[config.mk]
export PLATFORM = sky130hd
export DESIGN_NAME = calc_datapath_flat
export DESIGN_NICKNAME = d
export VERILOG_FILES = /design/src/rtl/calc_datapath_if.sv /design/src/rtl/calc_datapath.sv /design/src/flat_wrapper.sv
export SDC_FILE = /design/constraint.sdc
export NUM_CORES = 1
export LEC_CHECK = 0
export CAP_MARGIN = 20
export CORE_ASPECT_RATIO = 0.9
export CORE_MARGIN = 2
export CORE_UTILIZATION = 44
export DETAILED_ROUTE_END_ITERATION = 7
export HOLD_SLACK_MARGIN = 0.12
export PLACE_DENSITY = 0.72
export SYNTH_ARGS = -nofsm -noshare
export SYNTH_HDL_FRONTEND = slang
export SYNTH_SLANG_ARGS = --single-unit
[constraint.sdc]
create_clock -name clk -period 3 [get_ports clk]
set_input_delay 0.6 -clock clk [delete_from_list [all_inputs] [get_ports clk]]
set_output_delay 0.6 -clock clk [all_outputs]
set_load 0.02 [all_outputs]
[src/rtl/calc_datapath_if.sv]
// Operand, control and result signals of calc_datapath grouped as one bus.
// master drives operands/controls and observes results; slave is the datapath.
interface calc_datapath_if #(
    parameter int unsigned W = 4
);
    logic [W-1:0] in1;
    logic [W-1:0] in2;
    logic [1:0]   s1;
    logic [1:0]   WA;
    logic         WE;
    logic [1:0]   RAA;
    logic [1:0]   RAB;
    logic         REA;
    logic         REB;
    logic [1:0]   C;
    logic         s2;
    logic [W-1:0] out;
    logic         zero;
    logic         ovf;

    modport master (
        output in1, in2, s1, WA, WE, RAA, RAB, REA, REB, C, s2,
        input  out, zero, ovf
    );

    modport slave (
        input  in1, in2, s1, WA, WE, RAA, RAB, REA, REB, C, s2,
        output out, zero, ovf
    );
endinterface

[src/rtl/calc_datapath.sv]
// 4-entry register file feeding a 4-op ALU with a registered result, zero and overflow flag.
// Define CALC_DP_OVF_EN to build the signed-overflow flag; otherwise ovf is tied to 0.
module calc_datapath #(
    parameter int unsigned W = 4
) (
    input logic            clk,
    input logic            rst,
    calc_datapath_if.slave bus
);
    logic [W-1:0] rf_q [4];
    logic [W-1:0] op_a;
    logic [W-1:0] op_b;
    logic [W-1:0] alu;
    logic [W-1:0] wdata;
    logic [W-1:0] out_q;
    logic         zero_q;

    assign op_a = bus.REA ? rf_q[bus.RAA] : '0;
    assign op_b = bus.REB ? rf_q[bus.RAB] : '0;

    always_comb begin
        alu = '0;
        unique case (bus.C)
            2'b00: alu = op_a + op_b;
            2'b01: alu = op_a - op_b;
            2'b10: alu = op_a & op_b;
            2'b11: alu = op_a ^ op_b;
            default: alu = '0;
        endcase
    end

    always_comb begin
        wdata = '0;
        unique case (bus.s1)
            2'b11: wdata = bus.in1;
            2'b10: wdata = bus.in2;
            2'b01: wdata = alu;
            2'b00: wdata = '0;
            default: wdata = '0;
        endcase
    end

`ifdef CALC_DP_OVF_EN
    logic ovf_q;
    logic ovf_d;

    // Overflow when the result sign disagrees with A under sign-compatible operands.
    always_comb begin
        ovf_d = 1'b0;
        unique case (bus.C)
            2'b00: ovf_d = (op_a[W-1] == op_b[W-1]) && (alu[W-1] != op_a[W-1]);
            2'b01: ovf_d = (op_a[W-1] != op_b[W-1]) && (alu[W-1] != op_a[W-1]);
            default: ovf_d = 1'b0;
        endcase
    end

    always_ff @(posedge clk) begin
        if (rst) begin
            ovf_q <= 1'b0;
        end else if (bus.s2) begin
            ovf_q <= ovf_d;
        end
    end

    assign bus.ovf = ovf_q;
`else
    assign bus.ovf = 1'b0;
`endif

    // Write and load both see the pre-edge ALU result, so read-modify-write takes one clock.
    always_ff @(posedge clk) begin
        if (rst) begin
            for (int i = 0; i < 4; i++) begin
                rf_q[i] <= '0;
            end
            out_q  <= '0;
            zero_q <= 1'b1;
        end else begin
            if (bus.WE) begin
                rf_q[bus.WA] <= wdata;
            end
            if (bus.s2) begin
                out_q  <= alu;
                zero_q <= (alu == '0);
            end
        end
    end

    assign bus.out  = out_q;
    assign bus.zero = zero_q;
endmodule

[src/flat_wrapper.sv]
// flat-port wrapper written by rule: the top's interface ports become plain ports
module calc_datapath_flat 
#(
    parameter int unsigned W = 4
)
  (clk, rst, bus_in1, bus_in2, bus_s1, bus_WA, bus_WE, bus_RAA, bus_RAB, bus_REA, bus_REB, bus_C, bus_s2, bus_out, bus_zero, bus_ovf);
  calc_datapath_if #(.W(W)) bus_i ();
  input logic clk;
  input logic rst;
  input wire logic [$bits(bus_i.in1)-1:0] bus_in1;
  input wire logic [$bits(bus_i.in2)-1:0] bus_in2;
  input wire logic [$bits(bus_i.s1)-1:0] bus_s1;
  input wire logic [$bits(bus_i.WA)-1:0] bus_WA;
  input wire logic [$bits(bus_i.WE)-1:0] bus_WE;
  input wire logic [$bits(bus_i.RAA)-1:0] bus_RAA;
  input wire logic [$bits(bus_i.RAB)-1:0] bus_RAB;
  input wire logic [$bits(bus_i.REA)-1:0] bus_REA;
  input wire logic [$bits(bus_i.REB)-1:0] bus_REB;
  input wire logic [$bits(bus_i.C)-1:0] bus_C;
  input wire logic [$bits(bus_i.s2)-1:0] bus_s2;
  output wire logic [$bits(bus_i.out)-1:0] bus_out;
  output wire logic [$bits(bus_i.zero)-1:0] bus_zero;
  output wire logic [$bits(bus_i.ovf)-1:0] bus_ovf;
  assign bus_i.in1 = bus_in1;
  assign bus_i.in2 = bus_in2;
  assign bus_i.s1 = bus_s1;
  assign bus_i.WA = bus_WA;
  assign bus_i.WE = bus_WE;
  assign bus_i.RAA = bus_RAA;
  assign bus_i.RAB = bus_RAB;
  assign bus_i.REA = bus_REA;
  assign bus_i.REB = bus_REB;
  assign bus_i.C = bus_C;
  assign bus_i.s2 = bus_s2;
  assign bus_out = bus_i.out;
  assign bus_zero = bus_i.zero;
  assign bus_ovf = bus_i.ovf;
  calc_datapath #(.W(W)) u_core (.clk(clk), .rst(rst), .bus(bus_i));
endmodule
==> results.md <==
- Count leader, synth: nor2_1
- Tmin final: 2940 ps
- Yosys reg bits: 21
- Max layer used: met4
- Port Buffer Count: 28
- CTS Hold Bufs: 0
- Fmax: 340 MHz
- Max incr delay on CP: 510 ps
- Maximum VDD drop: 0.000255 V
- Total track usage: 0.207
- Largest net degree at the start of global routing: 13
- Power share of the clock group: 0.213
- Cells after Synth: 165
- Dpl hpwl: 3250 um
- Skew-Pair Late Insertion Delay: 260 ps
- Met3 wire length: 153 um
- Nets: 253
- Unrepaired setup endpoints after global routing: yes
- Tot Pwr: 0.000866 W
- Slew margin rel.: 0.606
- First-pass GRT wire length: 6420 um
- Synth cell count leaders: nor2_1 (24), edfxtp_1 (16), nand2_1 (16), ha_1 (8)
- Area share of the largest cell type after synthesis: 0.295
- Critical Path RT: 3000 ps
- Drt drc: 0
- Post-route ant nets: 0
- Antenna diodes: 0
- Buf+Inv Stages, Crit Path: 3
- Clk sinks: 21
- Num CTS Buffers: 3
- Slew @ Worst Pin: 590 ps
- Routed WL per cell: 15.3 um
- Vias in the first global route: 1482
- Final setup vio count: 0
- Area leader, netlist: edfxtp_1
- Mapped cell area: 0.00163 mm^2
- CTS tree: built
- CTS root buffer: clkbuf_8
- Met2 WL: 2080 um
- Die Y: 61.7 um
- Status: completed
- Final slew viol count: 0
- WS Path Type: in2reg
- Worst path slowest cell: mux4_2
- Combinational fraction of design power: 0.388
- CP startpoint kind: input pin
- # IOs: 30
- Die ar.: 0.00420 mm^2
- Initial DRC Count: 100
- Clock Pin Slew Worst Setup and Hold Paths: 80 ps
- Mean Syn Cell Area: 9.87 um^2
- DRT Pass-1 Iters: 4
- Die W: 68.1 um
- Via density: 5.58
- Worst path arrival time: 2940 ps
- Clock Tree Buf Depth: 2
- Number of max-cap violations: 0
- WL met1: 1730 um
- Asr flop ratio synth: 0
- Period utilization: 0.980
- Sw Share: 0.297
- Clock H-tree levels: 1
- Vias: 1467
- Critical-path cell list: buf_8 > mux4_2 > and2_4 > inv_4 > ha_4 > nand2_2 > o21ai_2 > inv_1 > ha_1 > a21o_1 > a21oi_2 > xor3_2 > nand4_1 > o211ai_1
- Top_reg_cell synth: edfxtp_1
- Crit path capture type: flop
- Initial Util: 0.471
- Dpl cell area: 0.00212 mm^2
- Post-synth EDFFs: 16
- YS warnings: 0
- Core area: 0.00345 mm^2
- P_leak: 0.978 nW
- Min-delay worst type: reg2reg
- Overflow after GRT: 0
- Synth area leaders: edfxtp_1 (30%), mux4_2 (6.9%), dfxtp_1 (6.1%), ha_1 (6.1%), nor2_1 (5.5%)
- Syn-to-layout area delta: 39.4%
- Seq/Total Area, Yosys: 0.357
- PD cells: 382 mW/mm^2
- Final count of hold timing violations: 0
- Largest fanout on the critical path: 5
- Initial antenna violation count: 0
- Internal power: 0.000609 W
- Sequential power share: 0.399
- P_sw: 0.000257 W
- Worst path top cell family by delay: compound AO/OA/AOI/OAI gates
- FILL cells: 288
- Post-synth cell types: 44
- Post-route cell area: 0.00227 mm^2
- Syn_nets: 198
- WL final: 4020 um
- Row count: 20
- Final Skew: 5.13 ps
- Share of layout cells above drive strength 1: 0.279
- GPL Wtd Cong: 0.775
## state kept, by name, indices dropped and copies added (netlist names)
name,cells
u_core.rf_q,16
u_core.bus.out,4
u_core.bus.zero,1
## area by class of cell
cell class                      count  area, um^2  share of cell area
Clock inverter                      1        5.00             0.00221
Inverter                            9        36.3              0.0160
Clock buffer                        3        41.3              0.0182
Sequential cell                    21         581               0.256
Timing Repair Buffer               57         504               0.222
Tap cell                           44        55.1              0.0243
Multi-Input combinational cell    128        1050               0.461
## metal layers
metal | vias up | track usage
met2 | 35 | 0.379
met1 | 716 | 0.259
met5 | - | 0
met3 | 7 | 0.0144
li1 | 709 | -
met4 | 0 | 0.0800
## power groups by stage
stage          combinational, W  clock [W]  sequential [W]
2_1_floorplan          0.000169          0        0.000357
6_report               0.000336   0.000184        0.000346
3_5_place_dp           0.000297          0        0.000352
4_1_cts                0.000331   0.000183        0.000345
5_1_grt                0.000364   0.000191        0.000347
3_3_place_gp           0.000291          0        0.000350
## worst register-to-register path: cells and delay by family (launching register included)
family | cells | cell delay, ps
mux | 1 | 510
simple gates | 3 | 360
flops | 1 | 410
buf+inv | 2 | 120
fa+ha+maj | 2 | 400
compound gates | 4 | 530
xor+xnor | 1 | 340
## what timing repair did
action,4_1_cts,5_1_grt
setup endpoints to repair,16,14
buffers inserted,4,0
gates cloned,1,0
pin swaps,10,16
resized for setup,19,6
## cells in the final DEF, fill, tap and decap left out, types with 2 or more instances in the layout
| cell type | instances |
|---|---|
| a21o_1 | 2 |
| a21oi_2 | 3 |
| a22oi_1 | 2 |
| and2_1 | 4 |
| and2_4 | 2 |
| buf_4 | 28 |
| clkbuf_8 | 3 |
| clkdlybuf4s50_1 | 23 |
| dfxtp_1 | 5 |
| dlygate4sd2_1 | 3 |
| edfxtp_1 | 16 |
| ha_1 | 7 |
| inv_1 | 6 |
| inv_2 | 2 |
| mux2_1 | 5 |
| mux2_2 | 2 |
| mux2i_1 | 6 |
| mux4_2 | 5 |
| nand2_1 | 15 |
| nand2b_1 | 6 |
| nand3_1 | 4 |
| nand4_1 | 3 |
| nor2_1 | 24 |
| nor2b_1 | 2 |
| nor3_1 | 3 |
| o211ai_1 | 5 |
| o21ai_0 | 2 |
| o21ai_1 | 2 |
| xor3_2 | 2 |
## metrics by stage
stage               utilization  worst slack, ps  hold WS [ps]  setup TNS (ps)  cells
detailed placement        0.615             -832           492          -12320    255
global placement          0.615             -780           476          -11550    255
CTS                       0.653             3.73           510               0    264
finish                    0.657             59.6           499               0    263
floorplan                     -            -63.8           581            -196    165
global route              0.657            -21.8           549           -65.1    263
## cells by family after synthesis
family	share of synthesized area
and+or+nand+nor	0.219
AOI/OAI and AO/OA	0.106
DFF	0.357
muxes	0.171
buffers and inverters	0.0461
adders and majority gates	0.0738
xor gates and xnor gates	0.0254
other	0.00230
## path summary, 6_finish.rpt
| check | start | to | slack (ps) | cells after the start |
|---|---|---|---|---|
| setup / recovery | bus_RAB[0] | u_core.rf_q[0][3] | 60 | 14 |
| hold / removal | u_core.bus.out[0] | u_core.bus.out[0] | 500 | 2 |
| setup reg to reg | u_core.rf_q[3][1] | u_core.rf_q[0][3] | 70 | 13 |
| hold reg to reg | u_core.bus.out[0] | u_core.bus.out[0] | 500 | 2 |
No activity file was read; power rests on OpenSTA's default activity.
